<file path="config.mk">
export PLATFORM = sky130hd
export DESIGN_NAME = prog_loader
export DESIGN_NICKNAME = d
export VERILOG_FILES = /design/src/rtl/prog_loader.sv
export SDC_FILE = /design/constraint.sdc
export NUM_CORES = 1
export LEC_CHECK = 0
export ABC_AREA = 1
export BUFFER_PORTS_ARGS = -buffer_cell sky130_fd_sc_hd__buf_2
export CORE_UTILIZATION = 58
export CTS_CLUSTER_DIAMETER = 60
export DETAILED_ROUTE_END_ITERATION = 10
export GPL_TIMING_DRIVEN = 0
export PLACE_DENSITY_LB_ADDON = 0.15
export SYNTH_ARGS = -nofsm -noshare
export SYNTH_HDL_FRONTEND = slang
export SYNTH_SLANG_ARGS = --single-unit
export TNS_END_PERCENT = 100
</file>
<file path="constraint.sdc">
create_clock -name clk -period 2.4 [get_ports clk]
set_input_delay 0.36 -clock clk [delete_from_list [all_inputs] [get_ports clk]]
set_output_delay 0.36 -clock clk [all_outputs]
set_load 0.01 [all_outputs]
</file>
<file path="src/rtl/prog_loader.sv">
// Serial program loader: receives a length-prefixed, checksummed byte stream and
// writes it word by word into program memory while holding the CPU in reset.
module prog_loader #(
   parameter int unsigned ProgAddrSize = 8,
   parameter int unsigned WordSize     = 16
) (
   input  logic                    clk,
   input  logic                    reset,
   input  logic                    start,
   input  logic [7:0]              in_data,
   input  logic                    in_valid,
   output logic                    in_ready,
   output logic [ProgAddrSize-1:0] prog_addr,
   output logic [WordSize-1:0]     prog_data,
   output logic                    prog_we,
   output logic                    cpu_hold,
   output logic                    done,
   output logic                    error
);

   localparam int unsigned BytesPerWord = WordSize / 8;
   localparam int unsigned ByteIdxW     = (BytesPerWord > 1) ? $clog2(BytesPerWord) : 1;
   localparam int unsigned MaxWords     = 32'd1 << ProgAddrSize;

   typedef enum logic [2:0] {
      StIdle,
      StLenHi,
      StLenLo,
      StData,
      StCheck,
      StDone,
      StErr
   } state_e;

   state_e                  state;
   logic [15:0]             count;
   logic [ProgAddrSize-1:0] addr_cnt;
   logic [7:0]              csum;
   logic [WordSize-1:0]     asm_word;
   logic [ByteIdxW-1:0]     byte_idx;

   logic                    accept;
   logic [15:0]             len_full;
   logic [WordSize-1:0]     word_next;
   logic                    last_byte;
   logic                    last_word;
   logic                    len_too_big;

   // Byte acceptance is only possible while a load is in progress.
   always_comb begin
      in_ready = 1'b0;
      unique case (state)
         StLenHi, StLenLo, StData, StCheck: in_ready = 1'b1;
         default:                          in_ready = 1'b0;
      endcase
   end

   // Datapath helpers for the byte being accepted this cycle.
   always_comb begin
      accept      = in_valid & in_ready;
      len_full    = {count[15:8], in_data};
      word_next   = (asm_word << 8) | WordSize'(in_data);
      last_byte   = (byte_idx == ByteIdxW'(BytesPerWord - 1));
      last_word   = ((32'(addr_cnt) + 32'd1) == 32'(count));
      len_too_big = (32'(len_full) > MaxWords);
   end

   // Load sequencer with registered outputs.
   always_ff @(posedge clk or negedge reset) begin
      if (!reset) begin
         state     <= StIdle;
         count     <= '0;
         addr_cnt  <= '0;
         csum      <= '0;
         asm_word  <= '0;
         byte_idx  <= '0;
         prog_addr <= '0;
         prog_data <= '0;
         prog_we   <= 1'b0;
         cpu_hold  <= 1'b1;
         done      <= 1'b0;
         error     <= 1'b0;
      end else begin
         prog_we <= 1'b0;
         case (state)
            StIdle, StDone, StErr: begin
               if (start) begin
                  state     <= StLenHi;
                  cpu_hold  <= 1'b1;
                  done      <= 1'b0;
                  error     <= 1'b0;
                  csum      <= '0;
                  addr_cnt  <= '0;
                  prog_addr <= '0;
                  count     <= '0;
                  asm_word  <= '0;
                  byte_idx  <= '0;
               end
            end
            StLenHi: begin
               if (accept) begin
                  count[15:8] <= in_data;
                  state       <= StLenLo;
               end
            end
            StLenLo: begin
               if (accept) begin
                  count <= len_full;
                  if (len_full == 16'd0) begin
                     state <= StCheck;
                  end else if (len_too_big) begin
                     // Oversized image: stop before touching program memory.
                     state <= StErr;
                     error <= 1'b1;
                  end else begin
                     state <= StData;
                  end
               end
            end
            StData: begin
               if (accept) begin
                  csum <= csum + in_data;
                  if (last_byte) begin
                     // Write strobe lands in the cycle after the word completes.
                     prog_we   <= 1'b1;
                     prog_data <= word_next;
                     prog_addr <= addr_cnt;
                     addr_cnt  <= addr_cnt + ProgAddrSize'(1);
                     asm_word  <= '0;
                     byte_idx  <= '0;
                     if (last_word) begin
                        state <= StCheck;
                     end
                  end else begin
                     asm_word <= word_next;
                     byte_idx <= byte_idx + ByteIdxW'(1);
                  end
               end
            end
            StCheck: begin
               if (accept) begin
                  if (in_data == csum) begin
                     state    <= StDone;
                     done     <= 1'b1;
                     cpu_hold <= 1'b0;
                  end else begin
                     state <= StErr;
                     error <= 1'b1;
                  end
               end
            end
            default: state <= StIdle;
         endcase
      end
   end

endmodule

</file>
==> qor.txt, run 1 <==
Avg Cell Area, Syn -> 8.387 um^2
I/O pin total -> 41
Residual DRC -> 0
fin crit share -> 81.67%
number of enable flip-flop cells after synthesis -> 0
VDD IR-drop max -> 709.4 uV
max_slew headroom -> 40.50%
Netlist cell types -> 33
CP required -> 2.64 ns
critical path type -> register to register
arrival time worst endpoint -> 2.20 ns
Clock Tree Root -> clkbuf_8
initial antenna violation count -> 0
RSZ-0062 raised after global routing -> no
via/cell ratio -> 5.451
Warnings, synthesis -> 0
power consumption -> 0.005175 W
Non-Filler Instances -> 565
CTS tree -> yes
IO Port Bufs -> 40
n_diodes -> 0
crit path launch type -> register
crit path max fanout -> 7
Worst-Skew Late Latency -> 0.34 ns
grt total ovfl -> 0
Hold WC Path Type -> primary input to asynchronous set/reset pin
largest net degree at the start of global routing -> 73
Die Ht -> 81.22 um
critical path endpoint category -> register
Cells after Synth -> 434
DP HPWL -> 5.748 mm
Post CTS Setup Buffer Count -> 0
Core Area -> 0.005991 mm^2
Num Clock Sinks -> 72
endpoints failing setup -> 0
worst-case clock buffer depth -> 2
drt pass-1 iters -> 4
Total Wirelength -> 8.101 mm
clock skew -> 0.009191 ns
commonest cells after routing, fill and taps aside -> 103 x nand2_1, 71 x dfrtp_1, 58 x inv_1
most common flop cell mapped by yosys -> dfrtp_1
placed cells -> 549
initial core utilization -> 60.76%
P per Cell Area -> 1238 mW/mm^2
Final Max Tran Viols -> 0
post-layout util -> 69.76%
die footprint -> 0.006596 mm^2
Final Hold Viols -> 0
fmax -> 510.2 MHz
Clock transition at path regs -> 0.08 ns
H-tree depth -> 3
post-CTS resize count -> 0
post-synth design cell area -> 0.003640 mm^2
Setup TNS -> 0 ns
first-pass GRT wire length -> 13.38 mm
routed vias -> 3,080
Worst Slack Setup Final -> 0.4400 ns
GRT Overall Usage -> 27.20%
leakage -> 2.112 nW
initial DRC count -> 200
syn nets -> 455
Critical Path Start -> addr_cnt[0]$_DFFE_PN0P_
actual slew at the worst max-slew pin -> 0.8925 ns
FFs w/ async S/R, synth -> 100.0%
Die X -> 81.22 um
gpl congestion -> 0.8854
run status -> finished clean
Layout fillers -> 490
Layout Nets -> 506
Routed Antenna Nets -> 0
reg-to-reg startpoint -> addr_cnt[0]$_DFFE_PN0P_
crit path time final -> 1.960 ns
synth-to-layout area growth -> 14.82%
row cnt -> 28
Max-Cap Viols -> 0
average wire per standard cell -> 14.34 um
Seq cells post-synth -> 72
vias in the first global route -> 2,921
Seq/Total Area, Yosys -> 49.54%
Num CTS Buffers -> 9
layout cells sized above 1 -> 17.55%
commonest non-fill, non-tap cell in the layout -> nand2_1
dpl ws -> 0.2990 ns
hold-fix buffers at CTS -> 0
where the power goes:
part	internal (W)	switching, W
sequential	0.00161	0.000213
clock	0.000692	0.000466
combinational	0.000785	0.00141
total	0.00308	0.00209
stage by stage:
stage / hold WS, ns / area (um^2)
2_1_floorplan: 0.06441 / 3640
3_3_place_gp: 0.4663 / 3934
3_5_place_dp: 0.4729 / 3936
4_1_cts: 0.1600 / 4179
5_1_grt: 0.2087 / 4179
6_report: 0.1361 / 4179
registers in the layout (all words and copies together) (netlist names), 3 cells and up:
name and count:
asm_word 8, csum 8, addr_cnt 8, count 16
prog_addr 8, state 3, prog_data 16
logic make-up (layout without fill, tap and decap cells):
logic type	after synthesis	in the layout	share of synthesized area [%]
DFF	72	72	49.54
xor gates and xnor gates	2	2	0.4814
buffers and inverters	73	129	8.525
adders and majority gates	9	9	3.300
and+or+nand+nor	193	193	24.72
AOI/OAI and AO/OA	85	85	13.44
critical path: stages (launching register included):
cell and delay [ns]:
dfrtp_1 0.50, ha_1 0.32, inv_1 0.07, nand2_1 0.09
nand2_1 0.08, nand2_1 0.07, nand2_1 0.04, inv_1 0.04
nand3_1 0.07, nor2_1 0.13, nand3_1 0.11, nand2_1 0.12
nand2_1 0.10, nand2_1 0.08, nand2_1 0.05
synth_stat cells, types with 2 or more instances:
| cell type | instances | area, um^2 |
|---|---|---|
| xnor2_1 | 2 | 17.52 |
| nor2_1 | 18 | 67.56 |
| buf_2 | 3 | 15.01 |
| o21ai_0 | 22 | 110.1 |
| a21oi_1 | 7 | 35.03 |
| nand2_4 | 2 | 22.52 |
| a32o_1 | 2 | 20.02 |
| inv_1 | 58 | 217.7 |
| buf_6 | 4 | 45.04 |
| nand2_1 | 103 | 386.6 |
| ha_1 | 8 | 100.1 |
| a22o_1 | 2 | 17.52 |
| dfrtp_1 | 71 | 1777 |
| nor2_8 | 3 | 60.06 |
| o22ai_1 | 13 | 81.33 |
| nand3_1 | 49 | 245.2 |
| nand2_2 | 3 | 18.77 |
| o21ai_1 | 34 | 170.2 |
| inv_2 | 7 | 26.28 |
| nand4_1 | 7 | 43.79 |
| nor3_1 | 4 | 20.02 |
final cells by class:
| class | count | area (um^2) | area share [%] |
|---|---|---|---|
| Buffer | 7 | 60.06 | 1.437 |
| Clock buffer | 9 | 123.9 | 2.964 |
| Clock inverter | 7 | 118.9 | 2.844 |
| Inverter | 66 | 250.2 | 5.988 |
| Multi-Input combinational cell | 289 | 1526 | 36.53 |
| Sequential cell | 72 | 1803 | 43.14 |
| Tap cell | 75 | 93.84 | 2.246 |
| Timing Repair Buffer | 40 | 202.7 | 4.850 |
routing by layer:
| metal | part of all wire, % | wire (um) | global-route usage [%] | vias up |
|---|---|---|---|---|
| li1 | - | - | - | 1543 |
| met1 | 46 | 3719 | 35.57 | 1412 |
| met2 | 47 | 3845 | 43.61 | 107 |
| met3 | 4.7 | 383 | 5.618 | 18 |
| met4 | 1.9 | 153 | 11.96 | 0 |
| met5 | 0 | 0 | 0 | - |
final timing paths:
path / end / slack, ns / depth (start not counted)
worst max-delay path: state[0]$_DFFE_PN0P_ / 0.44 / 14
worst min-delay path: prog_data[13]$_DFFE_PN0P_ / 0.14 / 1
worst max register to register: state[0]$_DFFE_PN0P_ / 0.44 / 14
worst min register to register: prog_addr[2]$_DFFE_PN0P_ / 0.49 / 2
max in group asynchronous: count[6]$_DFFE_PN0P_ / 1.69 / 1
min in group clk: count[10]$_DFFE_PN0P_ / 0.32 / 3
No activity file was read; power rests on OpenSTA's default activity.
==> inputs of run 2 (changes only) <==
Clock period 2.4 ns to 2 ns, I/O delays scaled along.
==> qor.txt, run 2 (synthesis gave the netlist of run 1 again) <==
run status -> finished clean
crit path time final -> 1.874 ns
endpoints failing setup -> 0
first-pass GRT wire length -> 13.38 mm
initial DRC count -> 204
fin crit share -> 93.69%
critical path type -> register to primary output
CP required -> 1.70 ns
Hold WC Path Type -> primary input to asynchronous set/reset pin
synth-to-layout area growth -> 15.43%
layout cells sized above 1 -> 18.74%
Die X -> 81.22 um
critical path endpoint category -> primary output
leakage -> 2.111 nW
crit path max fanout -> 9
largest net degree at the start of global routing -> 73
worst-case clock buffer depth -> 2
Critical Path Start -> state[2]$_DFFE_PN0P_
via/cell ratio -> 5.443
clock skew -> 0.008035 ns
Num CTS Buffers -> 9
power consumption -> 0.006238 W
Die Ht -> 81.22 um
Routed Antenna Nets -> 0
max_slew headroom -> 41.55%
Residual DRC -> 0
IO Port Bufs -> 40
Worst-Skew Late Latency -> 0.35 ns
commonest non-fill, non-tap cell in the layout -> nand2_1
GRT Overall Usage -> 27.20%
CTS tree -> yes
arrival time worst endpoint -> 1.57 ns
n_diodes -> 0
die footprint -> 0.006596 mm^2
Clock transition at path regs -> 0.08 ns
Total Wirelength -> 8.187 mm
vias in the first global route -> 2,921
routed vias -> 3,081
commonest cells after routing, fill and taps aside -> 103 x nand2_1, 70 x dfrtp_1, 58 x inv_1
Clock Tree Root -> clkbuf_8
biggest registers after layout -> count (16), prog_data (16)
Num Clock Sinks -> 72
row cnt -> 28
Final Hold Viols -> 0
H-tree depth -> 3
VDD IR-drop max -> 847.3 uV
actual slew at the worst max-slew pin -> 0.8768 ns
gpl congestion -> 0.8854
crit path launch type -> register
Max-Cap Viols -> 0
I/O pin total -> 41
initial antenna violation count -> 0
average wire per standard cell -> 14.46 um
initial core utilization -> 60.76%
P per Cell Area -> 1485 mW/mm^2
Final Max Tran Viols -> 0
Worst Slack Setup Final -> 0.1261 ns
Core Area -> 0.005991 mm^2
drt pass-1 iters -> 4
reg-to-reg startpoint -> state[2]$_DFFE_PN0P_
dpl ws -> -0.04097 ns
grt total ovfl -> 0
fmax -> 533.7 MHz
Layout Nets -> 507
DP HPWL -> 5.748 mm
reg-to-reg slack, setup -> 0.16 ns
-- run 2: final timing paths --
check                                                 end  cells past startpoint
worst max-delay path                             in_ready                      4
worst min-delay path            prog_data[13]$_DFFE_PN0P_                      1
worst max register to register   prog_addr[5]$_DFFE_PN0P_                     10
worst min register to register   prog_addr[2]$_DFFE_PN0P_                      2
max in group asynchronous         addr_cnt[0]$_DFFE_PN0P_                      1
min in group clk                    count[10]$_DFFE_PN0P_                      3
-- run 2: metal layers --
layer	vias up	routed length [um]	track usage, %
li1	1544	-	-
met1	1444	3775	35.57
met2	82	3979	43.61
met3	11	323	5.618
met4	0	110	11.96
met5	-	0	0
-- run 2: where the power goes --
part | switching [W] | total [W] | internal, W
Clock | 0.000561 | 0.00139 | 0.000830
Combinational | 0.00171 | 0.00266 | 0.000953
Sequential | 0.000254 | 0.00218 | 0.00193
Total | 0.00253 | 0.00624 | 0.00371
-- run 2: area by class of cell --
class | instances | area (um^2)
Clock inverter | 7 | 118.9
Fill cell | 488 | 1789
Timing Repair Buffer | 41 | 210.2
Inverter | 66 | 250.2
Clock buffer | 9 | 123.9
Sequential cell | 72 | 1804
Multi-Input combinational cell | 289 | 1540
Tap cell | 75 | 93.84
Buffer | 7 | 60.06
-- run 2: critical path, stage by stage, from the launching register on --
cell,delay [ns]
dfrtp_1,0.47
nor3_4,0.39
inv_2,0.13
nand3_1,0.10
buf_2,0.13
-- run 2: repair_timing --
item | 4_1_cts | 5_1_grt
setup buffers | 0 | 1
hold buffers | 0 | 0
setup endpoints to repair | 0 | 6
gates resized for setup | 0 | 6
hold endpoints to repair | 0 | 0
-- run 2: through the flow --
stage	hold WS [ns]	instance area (um^2)	instances	TNS, ns	utilization, %
after global placement	0.4663	3934	549	-0.01247	65.66
final	0.06092	4202	566	0	70.13
after floorplan	0.004409	3640	434	0	-
after global routing	0.1459	4202	566	-0.05268	70.13
after CTS	0.09998	4179	565	0	69.76
after detailed placement	0.4729	3936	549	-0.1080	65.71
